==> config.mk <==
export PLATFORM = sky130hd
export DESIGN_NAME = data_bus_sram_ctrl
export DESIGN_NICKNAME = d
export VERILOG_FILES = /design/src/rtl/data_bus_sram_ctrl.sv
export SDC_FILE = /design/constraint.sdc
export NUM_CORES = 1
export LEC_CHECK = 0
export CAP_MARGIN = 20
export CELL_PAD_IN_SITES_DETAIL_PLACEMENT = 0
export CELL_PAD_IN_SITES_GLOBAL_PLACEMENT = 2
export CORE_MARGIN = 2
export CORE_UTILIZATION = 24
export CTS_CLUSTER_SIZE = 16
export DETAILED_ROUTE_END_ITERATION = 7
export PLACE_DENSITY_LB_ADDON = 0.1
export SLEW_MARGIN = 20
export SYNTH_ARGS = -nofsm -noshare
export SYNTH_HDL_FRONTEND = slang
export SYNTH_SLANG_ARGS = --single-unit
==> constraint.sdc <==
create_clock -name clk -period 2.7 [get_ports clk]
set_input_delay 0.675 -clock clk [delete_from_list [all_inputs] [get_ports clk]]
set_output_delay 0.675 -clock clk [all_outputs]
set_load 0.02 [all_outputs]
==> src/rtl/data_bus_sram_ctrl.sv <==
// data_bus_sram_ctrl: bridges the CPU data bus to an asynchronous 32-bit SRAM.
// Reads and writes run through a small FSM with programmable wait states.
// The CPU is held off through bus_stall until each access completes.
// Optional feature macro: DATA_BUS_WRITE_BUFFER_EN adds a one-entry posted
// write buffer, so a write issued from IDLE completes with zero wait.
module data_bus_sram_ctrl #(
  parameter int ADDR_W    = 20,
  parameter int READ_WAIT = 1,
  parameter int WE_PULSE  = 1
) (
  input  logic              clk,
  input  logic              rst,
  input  logic [31:0]       bus_address,
  input  logic              bus_read,
  input  logic              bus_write,
  input  logic [3:0]        bus_mask,
  input  logic [31:0]       bus_wrdata,
  output logic [31:0]       bus_rddata,
  output logic              bus_stall,
  output logic [ADDR_W-1:0] sram_addr,
  output logic [31:0]       sram_dq_o,
  input  logic [31:0]       sram_dq_i,
  output logic              sram_dq_oe,
  output logic              sram_ce_n,
  output logic              sram_oe_n,
  output logic              sram_we_n,
  output logic [3:0]        sram_be_n
);

  localparam int MAX_WAIT = (READ_WAIT > WE_PULSE) ? READ_WAIT : WE_PULSE;
  localparam int CNT_W    = (MAX_WAIT > 1) ? $clog2(MAX_WAIT) : 1;
  localparam logic [CNT_W-1:0] RD_LAST = CNT_W'(READ_WAIT - 1);
  localparam logic [CNT_W-1:0] WE_LAST = CNT_W'(WE_PULSE - 1);

  typedef enum logic [2:0] {
    ST_IDLE     = 3'd0,
    ST_RD       = 3'd1,
    ST_WR_SETUP = 3'd2,
    ST_WR_PULSE = 3'd3,
    ST_WR_HOLD  = 3'd4,
    ST_DONE     = 3'd5
  } state_t;

  state_t             state_r;
  state_t             state_s;
  logic [CNT_W-1:0]   cnt_r;
  logic [CNT_W-1:0]   cnt_s;
  logic               done_s;
  logic               rd_last_s;
  logic               pulse_last_s;
  logic [3:0]         mask_src_s;

  logic [ADDR_W-1:0]  addr_r;
  logic [31:0]        wdata_r;
  logic [3:0]         mask_r;
  logic [31:0]        rddata_r;

  logic               ce_n_r;
  logic               oe_n_r;
  logic               we_n_r;
  logic               dq_oe_r;
  logic [3:0]         be_n_r;
  logic               ce_n_s;
  logic               oe_n_s;
  logic               we_n_s;
  logic               dq_oe_s;
  logic [3:0]         be_n_s;

  // Byte-lane and out-of-range address bits are deliberately ignored.
  logic               unused_addr_s;
  assign unused_addr_s = ^{bus_address[31:ADDR_W+2], bus_address[1:0]};

  assign rd_last_s    = (state_r == ST_RD)       && (cnt_r == RD_LAST);
  assign pulse_last_s = (state_r == ST_WR_PULSE) && (cnt_r == WE_LAST);

  // The mask is latched on the accept edge, so the entry cycle uses the bus copy.
  assign mask_src_s = (state_r == ST_IDLE) ? bus_mask : mask_r;

  // Access completion: DONE always acks; a buffered write also acks straight from IDLE.
  always_comb begin
    done_s = 1'b0;
`ifdef DATA_BUS_WRITE_BUFFER_EN
    if ((state_r == ST_DONE) || ((state_r == ST_IDLE) && bus_write)) begin
      done_s = 1'b1;
    end else begin
      done_s = 1'b0;
    end
`else
    if (state_r == ST_DONE) begin
      done_s = 1'b1;
    end else begin
      done_s = 1'b0;
    end
`endif
  end

  assign bus_stall = (bus_read | bus_write) & ~done_s;

  // State and wait-counter register.
  always_ff @(posedge clk) begin
    if (!rst) begin
      state_r <= ST_IDLE;
      cnt_r   <= '0;
    end else begin
      state_r <= state_s;
      cnt_r   <= cnt_s;
    end
  end

  // Next-state logic; a write wins over a simultaneous read.
  always_comb begin
    state_s = state_r;
    cnt_s   = '0;
    case (state_r)
      ST_IDLE: begin
        if (bus_write) begin
          state_s = ST_WR_SETUP;
        end else if (bus_read) begin
          state_s = ST_RD;
        end else begin
          state_s = ST_IDLE;
        end
      end
      ST_RD: begin
        if (rd_last_s) begin
          state_s = ST_DONE;
        end else begin
          state_s = ST_RD;
          cnt_s   = cnt_r + CNT_W'(1);
        end
      end
      ST_WR_SETUP: begin
        state_s = ST_WR_PULSE;
      end
      ST_WR_PULSE: begin
        if (pulse_last_s) begin
          state_s = ST_WR_HOLD;
        end else begin
          state_s = ST_WR_PULSE;
          cnt_s   = cnt_r + CNT_W'(1);
        end
      end
      ST_WR_HOLD: begin
`ifdef DATA_BUS_WRITE_BUFFER_EN
        state_s = ST_IDLE;
`else
        state_s = ST_DONE;
`endif
      end
      ST_DONE: begin
        state_s = ST_IDLE;
      end
      default: begin
        state_s = ST_IDLE;
      end
    endcase
  end

  // SRAM strobe values for the state being entered, so they register in step with it.
  always_comb begin
    ce_n_s  = 1'b1;
    oe_n_s  = 1'b1;
    we_n_s  = 1'b1;
    dq_oe_s = 1'b0;
    be_n_s  = 4'hF;
    case (state_s)
      ST_RD: begin
        ce_n_s = 1'b0;
        oe_n_s = 1'b0;
        be_n_s = 4'h0;
      end
      ST_WR_SETUP: begin
        ce_n_s  = 1'b0;
        dq_oe_s = 1'b1;
        be_n_s  = ~mask_src_s;
      end
      ST_WR_PULSE: begin
        ce_n_s  = 1'b0;
        we_n_s  = 1'b0;
        dq_oe_s = 1'b1;
        be_n_s  = ~mask_src_s;
      end
      ST_WR_HOLD: begin
        ce_n_s  = 1'b0;
        dq_oe_s = 1'b1;
        be_n_s  = ~mask_src_s;
      end
      ST_IDLE, ST_DONE: begin
        ce_n_s = 1'b1;
      end
      default: begin
        ce_n_s = 1'b1;
      end
    endcase
  end

  // Registered SRAM strobes; reset drops every strobe at the same edge.
  always_ff @(posedge clk) begin
    if (!rst) begin
      ce_n_r  <= 1'b1;
      oe_n_r  <= 1'b1;
      we_n_r  <= 1'b1;
      dq_oe_r <= 1'b0;
      be_n_r  <= 4'hF;
    end else begin
      ce_n_r  <= ce_n_s;
      oe_n_r  <= oe_n_s;
      we_n_r  <= we_n_s;
      dq_oe_r <= dq_oe_s;
      be_n_r  <= be_n_s;
    end
  end

  // Request latch on acceptance and read-data capture on the last read wait cycle.
  always_ff @(posedge clk) begin
    if (!rst) begin
      addr_r   <= '0;
      wdata_r  <= 32'h0000_0000;
      mask_r   <= 4'h0;
      rddata_r <= 32'h0000_0000;
    end else begin
      if ((state_r == ST_IDLE) && bus_write) begin
        addr_r  <= bus_address[ADDR_W+1:2];
        wdata_r <= bus_wrdata;
        mask_r  <= bus_mask;
      end else if ((state_r == ST_IDLE) && bus_read) begin
        addr_r <= bus_address[ADDR_W+1:2];
      end else begin
        addr_r <= addr_r;
      end
      if (rd_last_s) begin
        rddata_r <= sram_dq_i;
      end else begin
        rddata_r <= rddata_r;
      end
    end
  end

  assign sram_addr  = addr_r;
  assign sram_dq_o  = wdata_r;
  assign sram_dq_oe = dq_oe_r;
  assign sram_ce_n  = ce_n_r;
  assign sram_oe_n  = oe_n_r;
  assign sram_we_n  = we_n_r;
  assign sram_be_n  = be_n_r;
  assign bus_rddata = rddata_r;

endmodule

==> metrics.txt <==
status complete, no violations; Peak supply drop roughly 0.00034 V; Placed Area between 5000 and 6000 um2; Mapped Area between 3000 and 4000 um2; CTS Buffer Depth 2; Post-Syn Nets ~550; setup TNS 0 ps; root buffer cell clkbuf_16; postcts setup bufs 0; MaxCap Viol Count 0; largest net degree at the start of global routing 57; Area Overhead vs Synth 57.60%; Synth cell types 34; GR Util All Layers 13.90%; clk_lat worst skew 340 ps; Routed wire per std cell 14.12 um; first-pass detailed-route iteration total 4; Die Span X about 130 um; hold buffers post-CTS 0; critical setup path kind in -> out; row count 46; worst r2r path cells 4; unrepaired setup endpoints after global routing no; Num CTS Buffers 9; post-route worst setup slack approximately 440 ps; via/cell ratio around 4.3; effective utilization at floorplan between 20% and 30%; Sink Count 100; maximum clock rate between 400 and 500 MHz; detailed router's first-iteration violation count 127; Multi-input gate area around 1700 um2; WP data arrival around 1600 ps; Crit Reg-Reg Endpoint sram_addr[3]; io pins between 150 and 200; DP Wirelength ~8000 um; hold depth 2; final hold viol count 0; Std-Cell Core Area approximately 16000 um2; worst setup path end bus_stall; global-route wire length before repair 19110 um; RD Place Congestion roughly 0.74; FFs w/ async S/R, synth 0%; CP max FO 2; Final #Nets 718; Die Y 132.1 um; Post-synth EDFFs 0; fin. max-slew vios 0; r2r startpoint state_r[2]; power density over the cells about 600 nW/um2; register area share after synthesis approximately half; crit path capture type primary output; Worst setup SP type primary input; Slew @ Worst Pin around 650 ps; worst reg2reg setup slack 1030 ps; via count between 3000 and 4000; DP Worst Slack 46.62 ps; CTS tree done; H-tree levels 3; Synth Flop Type dfxtp_1; Req. time, crit path 2030 ps; vias in the first global route approximately 3600; Final period util 83.79%; Final Power 3.793 mW; Clock Skew 3.651 ps; full die area 17440 um2; number of diodes 0; yosys warns 0; Rel. slew slack 56.07%; Clk pin slew, worst setup/hold paths ~60 ps; final wirelength between 10000 and 15000 um; Final Instance Area ~6200 um2; syn avg cell area between 8 and 9 um2; initial antenna violation count 0; register area around 2000 um2; type of the most critical hold path reg -> reg; Synth Instances around 440; post_cts resized 0; synthesized flop and latch total 100; Layout fillers 1658; final setup vio count 0; share of cells above drive strength 1 5.987%; Final ANT Viol Nets 0; total grt overflow 0; Final Critical Period around 2300 ps; CP Launch Point bus_write; Pleak ~2.2 nW; port buffer count approximately 180; DRC 0
cell usage after synthesis, types with 2 or more instances:
library cell,count,share of area [%]
buf_2,8,1.0
nor4b_4,2,1.2
nor2b_1,5,0.79
nor2_1,2,0.19
o211ai_1,4,0.76
buf_6,9,2.6
or2_2,2,0.32
a21boi_1,52,9.9
nand2_1,138,13
inv_1,2,0.19
nand3_1,20,2.5
mux2_2,4,1.1
a21boi_0,37,7.1
o21ai_0,22,2.8
dfxtp_1,100,51
clkbuf_1,18,1.7
cells by family (layout without fill, tap and decap cells):
| logic type | count (synthesis) | count (layout) | share of synthesized area (%) |
|---|---|---|---|
| flops | 100 | 100 | 50.86 |
| compound gates | 121 | 121 | 21.84 |
| buf+inv | 38 | 213 | 5.690 |
| simple gates | 179 | 179 | 20.38 |
| mux | 4 | 4 | 1.144 |
| other cells | 1 | 1 | 0.09527 |
cell usage in the layout, fill, tap and decap left out, types with 2 or more instances in the layout:
cell type	instances
nand3_1	20
nand2_1	138
mux2_2	4
nor2_1	2
dfxtp_1	100
clkdlybuf4s50_1	182
o21ai_0	22
nor4b_4	2
or2_2	2
clkbuf_16	9
o211ai_1	4
clkbuf_1	3
inv_1	2
a21boi_0	37
clkbuf_8	2
buf_4	11
nor2b_1	5
a21boi_1	52
sequential cells by signal, summed over array words and instances, names as in the netlist:
name        flops
sram_ce_n       1
sram_addr      20
cnt_r           1
sram_oe_n       1
sram_dq_oe      1
sram_be_n       4
sram_we_n       1
mask_r          4
state_r         3
bus_rddata     32
sram_dq_o      32
layout make-up:
cell class,count,area share (%)
clock buffers,14,4.256
clock inverters,1,0.1210
inverters,2,0.1210
multi-input cells,305,27.57
flip-flops and latches,100,32.27
well taps,216,4.357
repair buffers,196,31.30
power breakdown:
| group | internal (mW) | switching, mW |
|---|---|---|
| sequential | 1.60 | 0.0559 |
| clock | 0.672 | 0.529 |
| combinational | 0.458 | 0.478 |
per-stage QoR:
step           hold slack [ps]  std cells  utilization (%)
2_1_floorplan            432.6        443                -
3_3_place_gp             438.7        819            37.19
3_5_place_dp             443.9        819            37.19
4_1_cts                  453.1        834            38.90
5_1_grt                  471.3        834            38.91
6_report                 449.9        834            38.91
worst max-delay path, cell delays in order:
cell	delay (ps)
clkdlybuf4s50_1	480
nor2_1	60
a31oi_1	120
dlymetal6s2s_1	250
worst min-delay path by stage:
stage,startpoint,to
detailed placement,sram_dq_o[28],sram_dq_o[28]
global route,sram_dq_o[25],sram_dq_o[25]
global placement,mask_r[0],mask_r[0]
finish,sram_dq_o[29],sram_dq_o[29]
CTS,sram_dq_o[28],sram_dq_o[28]
floorplan,mask_r[0],mask_r[0]
per-layer routing:
layer / part of all wire, % / track usage (%)
met1: 41 / 15.24
met2: 49 / 23.99
met5: 0 / 0
met3: 7.9 / 5.882
met4: 1.9 / 5.012
Power figures use the tool's default switching activity.
